## src/rtl/mig_sweep_ctrl.sv

```systemverilog
// rtl/mig_sweep_ctrl.sv - time-multiplexed majority-inverter network truth-table sweeper
module mig_sweep_ctrl #(
    parameter int MAX_NODES = 8
) (
    input  logic         clk,
    input  logic         rst_n,
    input  logic         prog_we,
    input  logic [2:0]   prog_addr,
    input  logic [14:0]  prog_data,
    input  logic [3:0]   node_count,
    input  logic         out_inv,
    input  logic         start,
    output logic         busy,
    output logic         done,
    output logic         err,
    output logic [127:0] tt
);

    typedef enum logic [1:0] {
        S_IDLE = 2'd0,
        S_EVAL = 2'd1,
        S_DONE = 2'd2
    } state_t;

    state_t               state_q, state_d;
    logic [14:0]          prog_q [MAX_NODES];
    logic [3:0]           cnt_q;
    logic                 inv_q;
    logic [6:0]           m_q;
    logic [2:0]           n_q;
    logic [MAX_NODES-1:0] w_q;
    logic [127:0]         tt_q;
    logic                 err_q;

    logic                 count_ok;
    logic                 accept;
    logic                 last_node;
    logic [14:0]          word;
    logic                 op0, op1, op2;
    logic                 maj;

    // Operand value: minterm input, constant zero, or an earlier node of this minterm.
    function automatic logic operand(input logic [4:0] op, input logic [6:0] m,
                                     input logic [MAX_NODES-1:0] w);
        logic v;
        v = 1'b0;
        if (op[3:0] < 4'd7) begin
            v = m[op[2:0]];
        end else if (op[3] && (32'(op[2:0]) < MAX_NODES)) begin
            v = w[op[2:0]];
        end
        return v ^ op[4];
    endfunction

    assign count_ok  = (node_count != 4'd0) && (node_count <= 4'(MAX_NODES));
    assign accept    = (state_q == S_IDLE) && start && count_ok;
    assign last_node = ({1'b0, n_q} == (cnt_q - 4'd1));

    // Shared majority unit fed by the program word of the current node.
    always_comb begin
        word = prog_q[n_q];
        op0  = operand(word[4:0],   m_q, w_q);
        op1  = operand(word[9:5],   m_q, w_q);
        op2  = operand(word[14:10], m_q, w_q);
        maj  = (op0 & op1) | (op0 & op2) | (op1 & op2);
    end

    // State register.
    always_ff @(posedge clk or negedge rst_n) begin
        if (!rst_n) begin
            state_q <= S_IDLE;
        end else begin
            state_q <= state_d;
        end
    end

    // Next-state logic: sweep ends after the last node of minterm 127.
    always_comb begin
        state_d = state_q;
        case (state_q)
            S_IDLE:  if (accept) state_d = S_EVAL;
            S_EVAL:  if (last_node && (m_q == 7'd127)) state_d = S_DONE;
            S_DONE:  state_d = S_IDLE;
            default: state_d = S_IDLE;
        endcase
    end

    // Outputs decoded from state; err comes from its own pulse register.
    always_comb begin
        busy = (state_q == S_EVAL);
        done = (state_q == S_DONE);
        err  = err_q;
        tt   = tt_q;
    end

    // Program RAM: writable whenever no sweep is running, including the start cycle.
    always_ff @(posedge clk or negedge rst_n) begin
        if (!rst_n) begin
            for (int i = 0; i < MAX_NODES; i++) begin
                prog_q[i] <= 15'd0;
            end
        end else if (prog_we && (state_q != S_EVAL) && (32'(prog_addr) < MAX_NODES)) begin
            prog_q[prog_addr] <= prog_data;
        end
    end

    // Sweep datapath: minterm/node counters, node registers and truth table.
    always_ff @(posedge clk or negedge rst_n) begin
        if (!rst_n) begin
            cnt_q <= 4'd0;
            inv_q <= 1'b0;
            m_q   <= 7'd0;
            n_q   <= 3'd0;
            w_q   <= '0;
            tt_q  <= 128'd0;
        end else if (accept) begin
            cnt_q <= node_count;
            inv_q <= out_inv;
            m_q   <= 7'd0;
            n_q   <= 3'd0;
            w_q   <= '0;
            tt_q  <= 128'd0;
        end else if (state_q == S_EVAL) begin
            if (last_node) begin
                // Node registers restart from zero so forward references read 0.
                tt_q[m_q] <= maj ^ inv_q;
                w_q       <= '0;
                n_q       <= 3'd0;
                m_q       <= m_q + 7'd1;
            end else begin
                w_q[n_q] <= maj;
                n_q      <= n_q + 3'd1;
            end
        end
    end

    // Reject pulse for a start with an out-of-range node count while idle.
    always_ff @(posedge clk or negedge rst_n) begin
        if (!rst_n) begin
            err_q <= 1'b0;
        end else begin
            err_q <= (state_q == S_IDLE) && start && !count_ok;
        end
    end

endmodule

```

## config.mk

```make
export PLATFORM = sky130hd
export DESIGN_NAME = mig_sweep_ctrl
export DESIGN_NICKNAME = d
export VERILOG_FILES = /design/src/rtl/mig_sweep_ctrl.sv
export SDC_FILE = /design/constraint.sdc
export NUM_CORES = 1
export LEC_CHECK = 0
export ABC_CLOCK_PERIOD_IN_PS = 4300
export CAP_MARGIN = 20
export CELL_PAD_IN_SITES_DETAIL_PLACEMENT = 1
export CELL_PAD_IN_SITES_GLOBAL_PLACEMENT = 1
export CORE_ASPECT_RATIO = 0.8
export CORE_MARGIN = 5
export CORE_UTILIZATION = 46
export CTS_CLUSTER_DIAMETER = 150
export DETAILED_ROUTE_END_ITERATION = 6
export PLACE_DENSITY_LB_ADDON = 0.1
export REMOVE_ABC_BUFFERS = 1
export SETUP_SLACK_MARGIN = 0.4
export SKIP_LAST_GASP = 1
export SLEW_MARGIN = 25
export SYNTH_ARGS = -nofsm -noshare
export SYNTH_HDL_FRONTEND = slang
export SYNTH_SLANG_ARGS = --single-unit
```

## constraint.sdc

```tcl
create_clock -name clk -period 4.3 [get_ports clk]
set_input_delay 0.86 -clock clk [delete_from_list [all_inputs] [get_ports clk]]
set_output_delay 0.86 -clock clk [all_outputs]
set_load 0.02 [all_outputs]
```

==> results of run 1 <==
## power by group
group / internal [mW] / total (mW) / switching (mW)
clock: 1.64 / 2.73 / 1.09
sequential: 2.58 / 2.58 / 0
combinational: 0.0278 / 0.101 / 0.0734
## cells in the final DEF, fill, tap and decap left out, drive strengths merged, types with 3 or more instances in the layout
cell | Yosys | final
a21oi | 13 | 13
a221o | 5 | 5
a221oi | 5 | 5
a22oi | 5 | 5
a311oi | 8 | 8
a31oi | 7 | 7
and2 | 3 | 3
and3 | 7 | 7
buf | 32 | 61
bufinv | 0 | 4
clkbuf | 92 | 49
clkdlybuf4s50 | 0 | 156
clkinv | 0 | 9
dfrtp | 274 | 274
ha | 3 | 3
inv | 9 | 9
mux2 | 139 | 139
mux2i | 28 | 28
mux4 | 14 | 14
nand2 | 51 | 51
nand2b | 9 | 9
nand3 | 16 | 16
nand3b | 9 | 9
nand4 | 4 | 4
nand4b | 3 | 3
nor2 | 33 | 33
nor2b | 9 | 9
nor3 | 11 | 11
nor3b | 4 | 4
o211ai | 127 | 127
o21ai | 29 | 29
o22ai | 4 | 4
o31ai | 6 | 6
o41ai | 123 | 123
or3 | 3 | 3
xnor2 | 6 | 6
xor2 | 6 | 6
## registers in the layout, indices dropped and copies added, names as in the netlist
| name | cells |
|---|---|
| state_q | 2 |
| cnt_q | 4 |
| err | 1 |
| prog_q | 120 |
| n_q | 3 |
| w_q | 8 |
| inv_q | 1 |
| m_q | 7 |
| tt | 128 |
## through the flow
stage	setup TNS [ns]	hold slack [ns]	instance area, um^2	setup slack, ns
6_report	0	0.3223	17800	0.3793
5_1_grt	0	0.3781	17800	0.2366
4_1_cts	0	0.3698	17150	0.4322
3_5_place_dp	0	0.4899	16030	0.1424
3_3_place_gp	0	0.4813	16030	0.2614
2_1_floorplan	-948.56	0.4599	13450	-7.544
## worst paths after layout
kind,from,to,slack [ns],cells after the start
setup / recovery,n_q[2]$_DFFE_PN0N_,tt[21]$_DFFE_PN0P_,0.38,12
hold / removal,rst_n,prog_q[58]$_DFFE_PN0P_,0.32,1
setup reg to reg,n_q[2]$_DFFE_PN0N_,tt[21]$_DFFE_PN0P_,0.38,12
hold reg to reg,prog_q[39]$_DFFE_PN0P_,prog_q[39]$_DFFE_PN0P_,0.50,1
max in group asynchronous,rst_n,prog_q[9]$_DFFE_PN0P_,2.93,2
min in group clk,prog_q[39]$_DFFE_PN0P_,prog_q[39]$_DFFE_PN0P_,0.50,1
## area by class of cell
| type | count | area share (%) |
|---|---|---|
| Clock buffer | 42 | 4.864 |
| Clock inverter | 13 | 1.012 |
| Inverter | 9 | 0.1898 |
| Multi-Input combinational cell | 713 | 39.03 |
| Sequential cell | 274 | 38.55 |
| Tap cell | 413 | 2.903 |
| Timing Repair Buffer | 224 | 13.45 |
## cell families (layout without fill, tap and decap cells)
| logic type | after synthesis | count (layout) | synth area share (%) |
|---|---|---|---|
| mux | 181 | 181 | 15.43 |
| buf+inv | 133 | 288 | 4.344 |
| simple gates | 167 | 167 | 5.959 |
| fa+ha+maj | 4 | 4 | 0.3390 |
| xor+xnor | 12 | 12 | 0.8029 |
| flops | 274 | 274 | 48.88 |
| compound gates | 349 | 349 | 24.24 |
## routing by layer
layer / routed length (um) / GRT usage [%]
met1: 20210 / 36.35
met3: 2184 / 3.299
met5: 0 / 0
met4: 810 / 4.425
met2: 20120 / 37.06
## what timing repair did
item | in CTS | in global routing
buffers inserted | 1 | 9
cloned | 0 | 8
setup endpoints to repair | 109 | 112
pin swaps | 1 | 6
gates resized for setup | 10 | 48
==> results.cfg, run 1 <==
[outcome]
outcome = finished, final reports clean

[cts]
htree_levels = 1
path_clk_slew_ns = 0.06
worstSkewPairLatency_ns = 0.57
cts_tree = yes
cts.sinks = 274
cts.path.max_buffers = 3
hold_buffers = 0
cts_made_buffers = 30
clock-root-buffer = clkbuf_16

[yosys]
async_reset_ff_share_pct = 100.0
synthDistinctLibCells = 62
synth_warnings = 0
yosysSeqAreaShare_pct = 48.88
synth.most_common_cell = dfrtp_1
synth_top_area_cell = dfrtp_1
mappedNetlistArea_mm2 = 0.01403
synth_common_cells = dfrtp_1 (274), mux2_2 (133), o211ai_1 (127), clkbuf_1 (92), o41ai_2 (90)
yosys-top-cells-area = dfrtp_1 (49%), mux2_2 (11%), o41ai_2 (10%)
ys_seq_elements = 274
synth-edff-count = 0
synthDominantCellAreaShare_pct = 48.88
dominantRegCellSynth = dfrtp_1
synth_cells = 1120
syn_area_per_cell_um2 = 12.52

[routing]
dr.pass1.iters = 5
drc = 0
drt_iter0_markers = 709
vias = 10640
via_per_inst = 6.303
wl_mm = 43.33
wire_per_inst_um = 25.67
ant_nets = 0

[setup_path]
crit_type = reg -> reg
startpoint_type = flip-flop
cp.arrival_ns = 4.34
critPathRequiredTime_ns = 4.72
crit_path_frequent_cell = buf_12
worstPathMaxFanout = 23
path_buf_inv = 2
crit_path_end_kind = flip-flop
path_delay_family = compound AO/OA/AOI/OAI gates
critPathMaxStageDelay_ns = 0.57
slowest_stage = dfrtp_4
path_cells = mux2_4, o2bb2ai_1, a311oi_4, mux2_2, o221ai_1, o32ai_1, xor2_1, maj3_2, xnor2_4, buf_12, buf_12, o41ai_2

[global_route]
grt_pass1_wl_mm = 66.16
grt_start_max_net_pins = 144
antenna_found_initial = 0
grtUsageTotal_pct = 23.92
grt_pass1_vias = 10980
overflow = 0

[floorplan]
die_area_mm2 = 0.03411
die_h_um = 166.2
initial_utilization_pct = 46.38
rows = 57
dieWidth_um = 205.2
core_mm2 = 0.03024
io-pin-count = 158

[cells_and_area]
regArea_mm2 = 0.006863
postLayoutCoreUtil_pct = 58.87
fillers = 3026
multi_input_area_mm2 = 0.006948
fin_cells = 1688
diodes = 0
drive_above_1_share_pct = 31.84
nNetsFinal = 1282
syn2layout_area_growth_pct = 26.91

[sta]
rsz0062_at_grt = true
fmax_mhz = 255.1
slew_headroom_pct = 25.91
fin_worst_skew_ns = 0.03058
tightest_slew_ns = 1.109
period_share_pct = 91.18
finalCriticalPeriod_ns = 3.921
hold_violations = 0
final_max_slew_viol_count = 0
finalSetupViolCount = 0

[pwr]
irDropWorstVdd_v = 0.0002899
p_total_mw = 5.411
p_per_area_mw_per_mm2 = 304.0
power_leakage_nw = 7.816

[placement]
dp_hpwl_mm = 26.45
place.gp.congestion = 0.8902
io_buffer_count = 157
place_inst = 1613

[worst_hold_path]
hold_path.class = in -> async

[run]
maxCapViolCount = 0
No activity file was read; power rests on OpenSTA's default activity.
==> inputs of run 2 (changes only) <==
--- a/config.mk
+++ b/config.mk
@@ -5,13 +5,13 @@
 export SDC_FILE = /design/constraint.sdc
 export NUM_CORES = 1
 export LEC_CHECK = 0
-export ABC_CLOCK_PERIOD_IN_PS = 4300
+export ABC_CLOCK_PERIOD_IN_PS = 5050
 export CAP_MARGIN = 20
 export CELL_PAD_IN_SITES_DETAIL_PLACEMENT = 1
 export CELL_PAD_IN_SITES_GLOBAL_PLACEMENT = 1
 export CORE_ASPECT_RATIO = 0.8
 export CORE_MARGIN = 5
-export CORE_UTILIZATION = 46
+export CORE_UTILIZATION = 50
 export CTS_CLUSTER_DIAMETER = 150
 export DETAILED_ROUTE_END_ITERATION = 6
 export PLACE_DENSITY_LB_ADDON = 0.1
==> constraint.sdc (replaced) <==
create_clock -name clk -period 5.05 [get_ports clk]
set_input_delay 1.01 -clock clk [delete_from_list [all_inputs] [get_ports clk]]
set_output_delay 1.01 -clock clk [all_outputs]
set_load 0.02 [all_outputs]
==> results.cfg, run 2 (same netlist as run 1, synthesis figures left out) <==
[floorplan]
rows = 54
die_area_mm2 = 0.03152
dieWidth_um = 197.3
io-pin-count = 158
initial_utilization_pct = 51.13
die_h_um = 159.8
core_mm2 = 0.02743

[setup_path]
path_cells = buf_4, mux4_2, mux2i_1, mux2_1, a211oi_2, mux2i_1, nor3_2, maj3_1, xnor2_2, buf_12, buf_12, o41ai_1
crit_path_end_kind = flip-flop
crit_type = reg -> reg
cp.arrival_ns = 4.84
slowest_stage = mux4_2
worstPathMaxFanout = 56
startpoint_type = flip-flop
critPathRequiredTime_ns = 5.46
critPathMaxStageDelay_ns = 0.64

[routing]
drc = 0
vias = 10530
ant_nets = 0
dr.pass1.iters = 5
wire_per_inst_um = 25.72
wl_mm = 41.25
via_per_inst = 6.564
drt_iter0_markers = 730

[sta]
final_max_slew_viol_count = 0
period_share_pct = 87.61
fin_worst_skew_ns = 0.01377
finalCriticalPeriod_ns = 4.424
layout_setup_ws_ns = 0.6257
finalSetupViolCount = 0
hold_violations = 0
tightest_slew_ns = 1.082
slew_headroom_pct = 27.87
fmax_mhz = 226.0
rsz0062_at_grt = false

[pwr]
p_total_mw = 4.556
power_leakage_nw = 7.466
irDropWorstVdd_v = 0.0002533
p_per_area_mw_per_mm2 = 269.4

[cells_and_area]
largest_register_ffs = 128
syn2layout_area_growth_pct = 20.57
mostFrequentLayoutCells = dfrtp_1 (272), clkdlybuf4s50_1 (156), mux2_2 (133)
nNetsFinal = 1248
diodes = 0
drive_above_1_share_pct = 27.34
final_common_cell = dfrtp_1

[global_route]
grtUsageTotal_pct = 25.62
grt_pass1_wl_mm = 65.72
grt_pass1_vias = 10990
overflow = 0
antenna_found_initial = 0
grt_start_max_net_pins = 110

[cts]
path_clk_slew_ns = 0.06
cts.path.max_buffers = 3
cts.sinks = 274
clock-root-buffer = clkbuf_16
worstSkewPairLatency_ns = 0.55
htree_levels = 1
cts_made_buffers = 29
cts_tree = yes
hold_buffers = 0

[placement]
place_ws_ns = 0.3705
dp_hpwl_mm = 26.08
place.gp.congestion = 0.8286
io_buffer_count = 157

[outcome]
outcome = finished, final reports clean

[worst_hold_path]
hold_path.class = in -> async

[run]
maxCapViolCount = 0
[run 2: cell types whose count changed in the layout (fill, tap and decap cells not counted), moves of 5 or more]
cell / change
clkbuf_8: +5
buf_4: -17
clkbuf_16: -8
o41ai_2: -11
o41ai_1: +22
o41ai_4: -11
[run 2: routing by layer]
layer | GRT usage (%) | part of all wire [%] | vias to the layer above
met1 | 38.45 | 46 | 5529
met3 | 3.750 | 5.7 | 68
met4 | 5.482 | 2.1 | 0
met5 | 0 | 0 | -
met2 | 39.76 | 46 | 334
li1 | - | - | 4597
[run 2: power by group]
part | switching, mW | total, mW | internal, mW
combinational | 0.0641 | 0.0902 | 0.0261
sequential | 0 | 2.20 | 2.20
clock | 0.892 | 2.27 | 1.38
total | 0.956 | 4.56 | 3.60
[run 2: through the flow]
stage | cells | area, um^2 | util, % | hold WS (ns) | TNS, ns
2_1_floorplan | 996 | 13450 | - | 0.4599 | -840.61
3_3_place_gp | 1548 | 15830 | 57.69 | 0.4781 | 0
3_5_place_dp | 1550 | 15870 | 57.85 | 0.4922 | 0
4_1_cts | 1603 | 16900 | 61.59 | 0.4082 | 0
5_1_grt | 1604 | 16910 | 61.65 | 0.4321 | 0
6_report | 1604 | 16910 | 61.65 | 0.3908 | 0
[run 2: path summary, 6_finish.rpt]
kind	startpoint	to	slack [ns]	cells after the start
setup / recovery	n_q[1]$_DFFE_PN0N_	tt[19]$_DFFE_PN0P_	0.63	12
hold / removal	rst_n	prog_q[39]$_DFFE_PN0P_	0.39	1
setup reg to reg	n_q[1]$_DFFE_PN0N_	tt[19]$_DFFE_PN0P_	0.63	12
hold reg to reg	prog_q[39]$_DFFE_PN0P_	prog_q[39]$_DFFE_PN0P_	0.50	1
max in group asynchronous	rst_n	tt[78]$_DFFE_PN0P_	3.42	3
min in group clk	prog_q[39]$_DFFE_PN0P_	prog_q[39]$_DFFE_PN0P_	0.50	1
[run 2: final cells by class]
class	count	area, um^2
fillers	2713	10520
inverters	9	33.78
well taps	364	455.4
repair buffers	191	1934
multi-input cells	713	6604
clock inverters	8	118.9
clock buffers	45	905.9
flip-flops and latches	274	6859
[run 2: repair_timing]
action / CTS / global route
setup buffers: 0 / 0
endpoints found under the setup margin: 0 / 12
gates resized for setup: 0 / 2
[run 2: critical path, delay by kind of cell (launching register included)]
family	cells	cell delay (ns)
compound gates	2	0.69
xor+xnor	1	0.17
fa+ha+maj	1	0.40
buf+inv	3	0.91
flops	1	0.59
mux	4	1.38
simple gates	1	0.10
